==> src/rtl/fpu_wb_ctrl.sv <==
// fpu_wb_ctrl: Wishbone-slave register file that sequences FPU reset/act and captures result and flags
module fpu_wb_ctrl #(
  parameter logic [31:0] BASE_ADDR = 32'h3000_0000,
  parameter int RST_CYCLES = 2,
  parameter int CMP_LAT = 2,
  parameter int TIMEOUT = 64
) (
  input  logic        wb_clk_i,
  input  logic        wb_rst_i,
  input  logic        wbs_stb_i,
  input  logic        wbs_cyc_i,
  input  logic        wbs_we_i,
  input  logic [3:0]  wbs_sel_i,
  input  logic [31:0] wbs_dat_i,
  input  logic [31:0] wbs_adr_i,
  output logic        wbs_ack_o,
  output logic [31:0] wbs_dat_o,
  output logic [31:0] fpu_in1_o,
  output logic [31:0] fpu_in2_o,
  output logic [2:0]  fpu_opcode_o,
  output logic [2:0]  fpu_round_o,
  output logic        fpu_rst_o,
  output logic        fpu_act_o,
  input  logic [31:0] fpu_out_i,
  input  logic [8:0]  fpu_flags_i,
  output logic        irq_o
);
  localparam int CW = $clog2(TIMEOUT + RST_CYCLES + CMP_LAT + 1);
  localparam logic [CW-1:0] R_LAST = CW'(RST_CYCLES - 1);
  localparam logic [CW-1:0] C_LAST = CW'(CMP_LAT - 1);
  localparam logic [CW-1:0] T_LAST = CW'(TIMEOUT - 1);
  localparam logic [1:0] IDLE = 2'd0, CLEAR = 2'd1, RUN = 2'd2, CAPTURE = 2'd3;
  logic [1:0] state;
  logic [CW-1:0] cnt;
  logic [31:0] opa, opb, result, rdata, opa_w, opb_w, ctrl_w;
  logic [5:0] ctrl;
  logic [7:0] flags;
  logic done, timeout, cmd_err, rst_hold, busy;
  logic req, wr, reg_wr, start, busy_err, op_err, accept, run_exit, w1c_ok;
  logic [2:0] a;
  logic unused;
  function automatic logic [31:0] merge(input logic [31:0] o, n, input logic [3:0] s);
    for (int i = 0; i < 4; i++) merge[8*i+:8] = s[i] ? n[8*i+:8] : o[8*i+:8];
  endfunction
  assign unused = ^{wbs_adr_i[1:0], ctrl_w[31:6]};
  assign fpu_in1_o = opa;
  assign fpu_in2_o = opb;
  assign fpu_opcode_o = ctrl[2:0];
  assign fpu_round_o = ctrl[5:3];
  // rst_hold keeps the FPU in reset through the bus reset cycle itself
  assign fpu_rst_o = rst_hold | (state == CLEAR);
  assign fpu_act_o = state == RUN;
  assign irq_o = done;
  always_comb begin
    a = wbs_adr_i[4:2];
    busy = state != IDLE;
    req = wbs_stb_i & wbs_cyc_i & (wbs_adr_i[31:5] == BASE_ADDR[31:5]) & ~wbs_ack_o;
    wr = req & wbs_we_i;
    opa_w = merge(opa, wbs_dat_i, wbs_sel_i);
    opb_w = merge(opb, wbs_dat_i, wbs_sel_i);
    ctrl_w = merge({26'b0, ctrl}, wbs_dat_i, wbs_sel_i);
    reg_wr = wr && a <= 3'd2;
    start = wr && a == 3'd2 && wbs_sel_i[1] && wbs_dat_i[8];
    busy_err = reg_wr && busy;
    op_err = start && !busy && ctrl_w[2:0] > 3'd4;
    accept = start && !busy && ctrl_w[2:0] <= 3'd4;
    w1c_ok = wr && a == 3'd3 && wbs_sel_i[0];
    // done at cnt 0 may be left over from the previous operation
    run_exit = cnt == T_LAST || (ctrl[2:0] == 3'd4 ? cnt == C_LAST : fpu_flags_i[8] && cnt != '0);
    rdata = a == 3'd0 ? opa : a == 3'd1 ? opb : a == 3'd2 ? {26'b0, ctrl} :
            a == 3'd3 ? {20'b0, flags, cmd_err, timeout, done, busy} : a == 3'd4 ? result : 32'b0;
  end
  always_ff @(posedge wb_clk_i) begin
    if (wb_rst_i) begin
      state <= IDLE;
      cnt <= '0;
      opa <= '0;
      opb <= '0;
      ctrl <= '0;
      result <= '0;
      flags <= '0;
      done <= 1'b0;
      timeout <= 1'b0;
      cmd_err <= 1'b0;
      rst_hold <= 1'b1;
      wbs_ack_o <= 1'b0;
      wbs_dat_o <= '0;
    end else begin
      rst_hold <= 1'b0;
      wbs_ack_o <= req;
      wbs_dat_o <= req ? rdata : 32'b0;
      if (wr && !busy && a == 3'd0) opa <= opa_w;
      if (wr && !busy && a == 3'd1) opb <= opb_w;
      if (wr && !busy && a == 3'd2 && !op_err) ctrl <= ctrl_w[5:0];
      if (busy_err || op_err) cmd_err <= 1'b1;
      else if (w1c_ok && wbs_dat_i[3]) cmd_err <= 1'b0;
      if (state == CAPTURE) done <= 1'b1;
      else if (accept || (w1c_ok && wbs_dat_i[1])) done <= 1'b0;
      if (state == RUN && cnt == T_LAST) timeout <= 1'b1;
      else if (accept || (w1c_ok && wbs_dat_i[2])) timeout <= 1'b0;
      case (state)
        IDLE: begin
          cnt <= '0;
          if (accept) state <= CLEAR;
        end
        CLEAR: begin
          cnt <= cnt == R_LAST ? '0 : cnt + 1'b1;
          if (cnt == R_LAST) state <= RUN;
        end
        RUN: begin
          cnt <= cnt + 1'b1;
          if (run_exit) state <= CAPTURE;
        end
        default: begin
          result <= ctrl[2:0] == 3'd4 ? 32'b0 : fpu_out_i;
          flags <= fpu_flags_i[7:0];
          state <= IDLE;
        end
      endcase
    end
  end
endmodule

==> config.mk <==
export PLATFORM = sky130hd
export DESIGN_NAME = fpu_wb_ctrl
export DESIGN_NICKNAME = d
export VERILOG_FILES = /design/src/rtl/fpu_wb_ctrl.sv
export SDC_FILE = /design/constraint.sdc
export NUM_CORES = 1
export LEC_CHECK = 0
export CAP_MARGIN = 25
export CELL_PAD_IN_SITES_DETAIL_PLACEMENT = 1
export CELL_PAD_IN_SITES_GLOBAL_PLACEMENT = 1
export CORE_MARGIN = 2
export CORE_UTILIZATION = 32
export CTS_BUF_LIST = sky130_fd_sc_hd__clkbuf_4
export DETAILED_ROUTE_END_ITERATION = 8
export PLACE_DENSITY_LB_ADDON = 0.1
export SKIP_CTS_REPAIR_TIMING = 1
export SLEW_MARGIN = 20
export SYNTH_ARGS = -nofsm -noshare
export SYNTH_HDL_FRONTEND = slang
export SYNTH_SLANG_ARGS = --single-unit
export TNS_END_PERCENT = 50
==> constraint.sdc <==
create_clock -name wb_clk_i -period 2.2 [get_ports wb_clk_i]
set_input_delay 0.66 -clock wb_clk_i [delete_from_list [all_inputs] [get_ports wb_clk_i]]
set_output_delay 0.66 -clock wb_clk_i [all_outputs]
set_load 0.005 [all_outputs]
==> reports/qor.txt <==
=====================================================================================
Worst hold slack across all endpoints                                       0.4802 ns
Fraction of the core area covered by cells at the end of the flow              48.96%
Type of the tightest min-delay check                                       reg -> reg
Proportion of synthesized flip-flops having asynchronous set or reset              0%
Slowest Stage Delay on Critical Path                                          0.45 ns
Routing layer with the top usage in global route                                 met2
WP buf/inv                                                                          4
Maximum clock rate                                                         0.4587 GHz
Core Footprint                                                             20820 um^2
Final cell count without fillers                                                 1267
Peak supply drop                                                             230.0 uV
Slew Limit Fails                                                                    0
Part of the cycle the worst path needs                                         99.10%
Number of filler instances in the final layout                                   2369
Cells along the critical path                                            clkdlybuf4s50_1 > nor4_4 > nand4_1 > buf_6 > buf_12 > nor4_4 > buf_12 > mux2i_1 > nor2_1
Post-Syn Area                                                               6733 um^2
Fraction of final layout cells sized beyond drive strength 1                   18.59%
First-pass GRT wire length                                                   35580 um
Met3 usage in global routing                                                   5.046%
Final global-route overflow total                                                   0
Cell family with most CP delay                                           buffers and inverters
Input/output buffers                                                              217
Placed cell areas                                                           9639 um^2
Final layout net count                                                           1099
FF/Latch Area                                                               3203 um^2
Number of antenna violations at the first check in global routing                   2
Detailed-route DRC error count                                                      0
Syn-to-layout area delta                                                       51.42%
Met1 routing resource usage after global routing                               24.85%
Cell Count Post-Placement                                                        1224
X dimension of the die                                                       149.1 um
EDFF count, synth                                                                   0
Vias                                                                             6189
Register area share after synthesis                                            46.39%
GPL Wtd Cong                                                                   0.7967
Number of buffers on the longest clock path                                         2
Synth warn                                                                          0
Register bit count reported by yosys                                              156
Finished layout cell area                                                  10190 um^2
Number of vias per cell                                                         4.885
Final wirelength                                                             22930 um
Cell type contributing the most total cell area after synthesis               dfxtp_1
Starting DRC count in detailed routing                                            200
Unrepaired setup endpoints after global routing                                   yes
Hpwl dp                                                                      16460 um
Pin slew with the least headroom to its limit                               0.5490 ns
Number of iterations in the first detailed-routing pass                             4
Routed wire length per instance                                              18.10 um
CP max-delay cell                                                        clkdlybuf4s50_1
Top flip-flop cell by instance count after synthesis                          dfxtp_1
Num rows                                                                           53
Die height                                                                   149.1 um
Crit Path Class                                                             in -> reg
Number of library cell types mapped by synthesis                                   52
Endpoint kind of the worst setup timing path                                     flop
Synth Instances                                                                   731
I/O pin count                                                                     220
Worst slew slack as a fraction of its limit                                    63.40%
Power per standard cell area                                             516.9 nW/um^2
Total Power                                                                  5.270 mW
Leakage component of the power                                               3.840 nW
Total count of hold-check failures in the final report                              0
Routed Antenna Nets                                                                 0
Arrival @ worst endpoint                                                      2.60 ns
Pin count of the biggest net entering global routing                              122
Biggest area contributors in the synthesized netlist                     dfxtp_1 46%, mux2i_1 15%, nor2_1 7.7%
Element type at the critical path start                                  primary input
Max-cap check violation count                                                       0
Area share of the largest cell type after synthesis                            46.39%
Most frequent cells after synthesis                                      156 x dfxtp_1, 139 x nor2_1, 103 x mux2i_1
Global Route Usage Sum                                                         20.57%
Vias in the first global route                                                   6708
Fin crit period                                                              2.180 ns
Buffer type at the clock tree root                                           clkbuf_4
Clock latency on the worst-skew pair                                          0.54 ns
CP Max Fanout                                                                       8
Most common cell in the synthesized netlist                                   dfxtp_1
H-Tree Depth                                                                        4
Final setup viols                                                                   0
Run status                                                               finished, final reports clean
Required time reported for the critical path endpoint                         2.62 ns
Clock-pin slew of the registers on the worst-case setup and hold paths        0.14 ns
Sink Count                                                                        156
Met2 track demand over resource                                                36.75%
Starting utilization of the core area                                          32.33%
Total nets after synthesis                                                        853
Mean post-synth cell area                                                  9.210 um^2
Footprint of the multi-input gates                                          3480 um^2
Area of the die                                                            22220 um^2
Cts bufs inserted                                                                  17
Fin Clk Skew                                                               0.02009 ns
CTS tree                                                                        built
=====================================================================================
## registers in the layout, summed over array words and instances, names as in the netlist
signal     count
ctrl           6
fpu_in1_o     32
fpu_in2_o     32
flags          8
result        32
irq_o          1
wbs_ack_o      1
timeout        1
cmd_err        1
rst_hold       1
state          2
cnt            7
wbs_dat_o     32
## worst register-to-register path, cell delays in order (launching register included)
cell and delay (ns):
dfxtp_2 0.38, inv_2 0.11, ha_4 0.14, nand3_1 0.10
or4b_4 0.52, o41ai_4 0.33, buf_4 0.17, and3_4 0.18
o31ai_1 0.07
## layout make-up
cell class                      count  area share, %
Inverter                           16         0.6136
Clock buffer                       19          1.399
Tap cell                          275          3.375
Antenna cell                        2        0.04909
Sequential cell                   156          31.42
Timing Repair Buffer              275          27.60
Clock inverter                     13          1.411
Multi-Input combinational cell    511          34.13
## cell usage in the layout (no fill, tap or decap), types with 3 or more instances in the layout
master and count:
dfxtp_4 4, mux2i_1 102, a21oi_1 74, clkinv_2 4, a22oi_1 3, nor2_1 139, buf_4 44, nor4_4 12
dlymetal6s2s_1 18, nand4_1 4, a211oi_1 7, dfxtp_2 52, ha_1 4, nor3_1 8, clkdlybuf4s50_1 195, buf_12 14
nand2b_1 35, clkbuf_4 19, nand3_1 39, o21ai_0 14, or2_2 3, inv_1 13, dfxtp_1 100, nand2_1 15
nor2b_1 3, o211a_1 6, clkinv_4 5, xnor2_1 3
## kinds of logic after synthesis
family | Yosys count | share of synthesized area [%]
AO/OA/AOI/OAI | 117 | 10.11
AND/OR/NAND/NOR | 278 | 22.17
buffers and inverters | 64 | 3.884
flip-flops | 156 | 46.39
multiplexers | 103 | 15.31
adder cells (fa/ha/maj) | 8 | 1.487
XOR/XNOR | 5 | 0.6506
## through the flow
step	setup WS, ns	TNS [ns]
floorplan	-0.1067	-6.723
global placement	-0.5519	-54.59
detailed placement	-0.6302	-58.34
CTS	-0.5583	-1.074
global route	-0.04876	-0.1086
finish	0.01975	0
## layer usage
| metal | vias to the layer above | part of all wire, % | wire length [um] |
|---|---|---|---|
| li1 | 3016 | - | - |
| met1 | 3018 | 43 | 9894 |
| met2 | 140 | 51 | 11640 |
| met3 | 15 | 5.1 | 1180 |
| met4 | 0 | 0.94 | 215 |
| met5 | - | 0 | 0 |
## worst paths after layout
kind	from	depth (start not counted)	slack [ns]	endpoint
setup / recovery	wbs_adr_i[11]	9	0.02	fpu_in2_o[17]$_SDFFE_PP0P_
hold / removal	result[8]$_SDFFE_PP0N_	2	0.48	result[8]$_SDFFE_PP0N_
setup reg to reg	state[0]$_SDFFE_PP0P_	8	0.08	state[0]$_SDFFE_PP0P_
hold reg to reg	result[8]$_SDFFE_PP0N_	2	0.48	result[8]$_SDFFE_PP0N_
## power by group
| group | total [mW] | internal [mW] | switching [mW] |
|---|---|---|---|
| Combinational | 0.650 | 0.344 | 0.307 |
| Clock | 1.77 | 0.712 | 1.06 |
| Sequential | 2.84 | 2.83 | 0.0153 |
| Total | 5.27 | 3.88 | 1.38 |
Power figures use the tool's default switching activity.
==> RTL edit 1 (config.mk and constraints unchanged) <==
Put one more register stage on the output `irq_o`, with the module's reset. The value now appears one clock later. The other outputs are not delayed to match.
--- a/src/rtl/fpu_wb_ctrl.sv
+++ b/src/rtl/fpu_wb_ctrl.sv
@@ -51,5 +51,11 @@
   assign fpu_rst_o = rst_hold | (state == CLEAR);
   assign fpu_act_o = state == RUN;
-  assign irq_o = done;
+  always_ff @(posedge wb_clk_i) begin
+    if (wb_rst_i) begin
+      irq_o <= '0;
+    end else begin
+      irq_o <= done;
+    end
+  end
   always_comb begin
     a = wbs_adr_i[4:2];
Check against the original RTL: not equivalent (a bounded check fails within 10 cycles, from zero or initial values and one cycle with wb_rst_i high).
==> RTL edit 1 against the unedited design <==
  * Total power is 1.8% higher
  * Highest routed layer unchanged
  * Core utilization increased by 0.35 points
  * Critical path type unchanged
  * Count of clock-buffer cells in the layout shrank 1
  * Cell area grew 1.0%
  * Critical path depth down 1
  * Synthesized area increased by 0.39%
  * Sequential cell count is 1 higher
  * Routed wire length rose by 0.94%
  * Clock skew grew 0.010 ns
  * Critical endpoint is now fpu_in2_o[1]
  * Worst setup slack worse by 0.011 ns
==> RTL edit 1: results (changes against the unedited design) <==
yosys:
  netlist_top_cells_count: "dfxtp_1, nor2_1, mux2i_1, a21oi_1, nand3_1"  # unchanged
  synth_mux_area_frac: 0.153  # about the same
  syn-mean-instance-area_um2: 9.22  # was 9.21 um^2
  synth-seq-area-share: 0.465  # was 0.464
  synth_adder_area_share: 0.0148  # was 0.0149
  synth_nets: 855  # was 853
  synth-xor-area-share: 0.00648  # was 0.00650
  synth_compound_area_frac: 0.101  # about the same
  synth_area_leaders: "dfxtp_1, mux2i_1, nor2_1"  # unchanged
  ys_warn_count: 0  # unchanged
route:
  vias_per_cell: 4.91  # was 4.88
  dr.first_iter.drc_count: 178  # was 200
  drt_wl_total_um: 23100  # was 22900 um
  dr.pass1.iters: 4  # unchanged
setup_path:
  reg2regPathDepth: 8  # unchanged
  r2r_end: "state[0]"  # unchanged
  crit_arrival_ns: 2.60  # about the same
  cp-startpoint: "wbs_adr_i[20]"  # was wbs_adr_i[11]
  reg2reg_slack_ns: 0.11  # was 0.08 ns
  endpoint: "fpu_in2_o[1]"  # was fpu_in2_o[17]
grt:
  grt_pass1_vias: 6717  # was 6708
  grt_usage: 0.207  # was 0.206
  grt_pass1_wl_um: 35800  # was 35600 um
  antenna_found_initial: 1  # was 2
  grt_max_degree: 123  # was 122
cells_and_area:
  layout.cells.non_filler: 1279  # was 1267
  drive_above_1_share: 0.201  # was 0.186
  fillers: 2378  # was 2369
  layout.nets: 1113  # was 1099
worst_hold_path:
  hold_end: "result[30]"  # was result[8]
  min_from: "result[30]"  # was result[8]
  hold_class: "register to register"  # unchanged
clock_tree:
  insertion_delay_ns: 0.56  # was 0.54 ns
  numCtsBuffers: 17  # unchanged
  cts_buffer_depth: 2  # unchanged
sta:
  skew_ns: 0.0300  # was 0.0201 ns
  timing.final.crit_period_ns: 2.19  # was 2.18 ns
  relSlewSlack: 0.390  # was 0.634
power_and_ir_drop:
  irDropWorstVdd_uv: 326  # was 230 uV
  p_leak_nw: 4.05  # was 3.84 nW
outcome:
  status: "completed"  # unchanged
placed_design:
  globalplace.congestion: 0.758  # was 0.797
  dp_hpwl_um: 16800  # was 16500 um
  dp.cells: 1231  # was 1224
  place_ws_ns: -0.639  # was -0.630 ns
-- RTL edit 1: cell types whose count changed after synthesis, sizes merged --
cell    unedited run  this run
buf               15        13
clkbuf            33        35
dfxtp            156       157
nor2b              4         5
-- RTL edit 1: critical path, cell delays in order --
cell	delay [ns]
clkdlybuf4s50_1	0.46
nor4b_4	0.28
nand4_2	0.20
buf_6	0.20
nor4_4	0.33
buf_12	0.19
mux2i_2	0.21
nor2_1	0.06
-- RTL edit 1: routing by layer --
layer,vias to the layer above,GRT usage,share of wire,wire length (um)
met5,-,0,0,0
met4,0,0.0600,0.012,276
met3,16,0.0560,0.058,1340
met2,170,0.352,0.49,11400
met1,3050,0.257,0.44,10200
li1,3043,-,-,-
-- RTL edit 1: power by group --
part / total (W) / internal [W] / switching [W]
logic: 0.000631 / 0.000335 / 0.000296
registers: 0.00286 / 0.00285 / 0.0000130
clock network: 0.00188 / 0.000803 / 0.00107
-- RTL edit 1: cell type report --
class	instances	area, um^2	share of cell area
Inverter	16	60.1	0.00583
Clock inverter	13	163	0.0158
Antenna cell	1	2.50	0.000243
Tap cell	275	344	0.0334
Timing Repair Buffer	287	2910	0.283
Clock buffer	18	135	0.0131
Sequential cell	157	3240	0.314
Multi-Input combinational cell	512	3450	0.335
-- RTL edit 1: stage by stage --
stage	setup TNS, ns	cell area (um^2)	hold WS [ns]
after floorplan	-6.57	6820	0.441
after global routing	-0.132	10300	0.501
after global placement	-51.27	9680	0.454
after detailed placement	-57.41	9680	0.463
final	0	10300	0.480
after CTS	-1.16	9980	0.483
==> RTL edit 2 (same flow settings) <==
Made on the original files. `RST_CYCLES`: 2 -> 1.
--- a/src/rtl/fpu_wb_ctrl.sv
+++ b/src/rtl/fpu_wb_ctrl.sv
@@ -2,5 +2,5 @@
 module fpu_wb_ctrl #(
   parameter logic [31:0] BASE_ADDR = 32'h3000_0000,
-  parameter int RST_CYCLES = 2,
+  parameter int RST_CYCLES = 1,
   parameter int CMP_LAT = 2,
   parameter int TIMEOUT = 64
Behaviour: not the same (Yosys sat finds a counterexample within 4 cycles, from zero or initial values and one cycle with wb_rst_i high).
==> RTL edit 2 against the unedited design <==
  * Worst setup slack worse by 0.023 ns
  * Largest cell class unchanged
  * Die area rose by 1.9%
  * Sequential cell count unchanged
  * Cell area is 1.4% higher
  * Routed wire length is 6.5% higher
  * Non-clock buffer count increased by 12
  * Highest routed layer unchanged
  * The flow now finishes with violations (negative setup slack)
  * Total power down 4.9%
  * Synthesized area grew 1.9%
  * Core utilization is 0.24 points higher
  * Clock skew up 0.0019 ns
==> RTL edit 2: results (changes against the unedited design) <==
outcome:
  status: "complete, but fails checks"  # was completed
  violations: "negative setup slack"
setup_path:
  crit_fanout: 2  # was 8
  cp_slowest_stage_delay_ns: 0.37  # was 0.45 ns
  timing.rr.start: "wbs_ack_o"  # was state[0]
  reg2regPathDepth: 5  # was 8
  cp_slowest_cell: "dfxtp_2"  # was clkdlybuf4s50_1
  critPathTopFamily: "flip-flops"  # was buffers and inverters
  cp-startpoint: "state[1]"  # was wbs_adr_i[11]
  crit_arrival_ns: 1.54  # was 2.60 ns
cells_and_area:
  multi_input_area_share: 0.341  # about the same
  buf_share: 0.281  # was 0.276
  n_sequential_cell: 156  # unchanged
  nNonClkBuffers: 287  # was 275
  inv_count: 19  # was 16
  clock_area_frac: 0.0256  # was 0.0281
  nMultiInputCombCells: 512  # was 511
  fillers: 2377  # was 2369
  drive_above_1_share: 0.196  # was 0.186
  seqCellArea_um2: 3220  # was 3200 um^2
route:
  dr.first_iter.drc_count: 278  # was 200
  routedWlPerCell_um: 19.0  # was 18.1 um
power_and_ir_drop:
  irDropWorstVdd_uv: 259  # was 230 uV
  p_int_w: 0.00366  # was 0.00388 W
  p_leak_nw: 4.41  # was 3.84 nW
  p_per_area_nw_per_um2: 485  # was 517 nW/um^2
  p_clk_w: 0.00172  # was 0.00177 W
yosys:
  synth_mux_area_frac: 0.144  # was 0.153
  synth-xor-area-share: 0.00638  # was 0.00650
  synth-seq-area-share: 0.455  # was 0.464
  syn-mean-instance-area_um2: 9.39  # was 9.21 um^2
  synth_compound_area_frac: 0.114  # was 0.101
  netlist_top_cells_count: "dfxtp_1, nor2_1, mux2i_1, nand2b_1, a21oi_1"  # was dfxtp_1, nor2_1, mux2i_1, a21oi_1, nand3_1
worst_hold_path:
  hold_class: "register to register"  # unchanged
  hold_end: "cmd_err"  # was result[8]
  min_from: "cmd_err"  # was result[8]
sta:
  layout_setup_ws_ns: -0.00337  # was 0.0197 ns
  skew_ns: 0.0220  # was 0.0201 ns
  setup_viol: 1  # was 0
  worstMarginPinSlew_ns: 0.641  # was 0.549 ns
placed_design:
  dp_hpwl_um: 18000  # was 16500 um
  dp.cells: 1238  # was 1224
  globalplace.congestion: 0.828  # was 0.797
clock_tree:
  insertion_delay_ns: 0.57  # was 0.54 ns
grt:
  grt_max_degree: 146  # was 122
  grt_pass1_vias: 6832  # was 6708
  antenna_found_initial: 1  # was 2
  grt_usage: 0.215  # was 0.206
-- RTL edit 2: cell types whose count changed in the layout (fill, tap and decap cells not counted), moves of 5 or more --
cell / change
nand2b_1: +43
a22oi_1: +29
a21oi_1: -28
nand3_1: -28
nor2_1: -22
clkdlybuf4s50_1: -21
dlymetal6s2s_1: +20
buf_4: +15
dfxtp_1: -12
dfxtp_2: +12
nor4_4: -7
and4_1: +5
buf_12: -5
-- RTL edit 2: stage by stage --
step	hold WS [ns]	area, um^2	util	worst slack (ns)	setup TNS [ns]
floorplan	0.432	6860	-	-0.0573	-0.843
global placement	0.458	9750	0.464	-0.572	-48.42
detailed placement	0.462	9770	0.465	-0.649	-55.00
CTS	0.482	10000	0.478	-0.489	-1.62
global route	0.512	10300	0.492	-0.0878	-0.115
finish	0.484	10300	0.492	-0.00337	-0.00337
-- RTL edit 2: metal layers --
layer  GRT usage  wire [um]
met5           0          0
met4      0.0566        387
met3      0.0424       1030
met2       0.383      12400
met1       0.263      10700
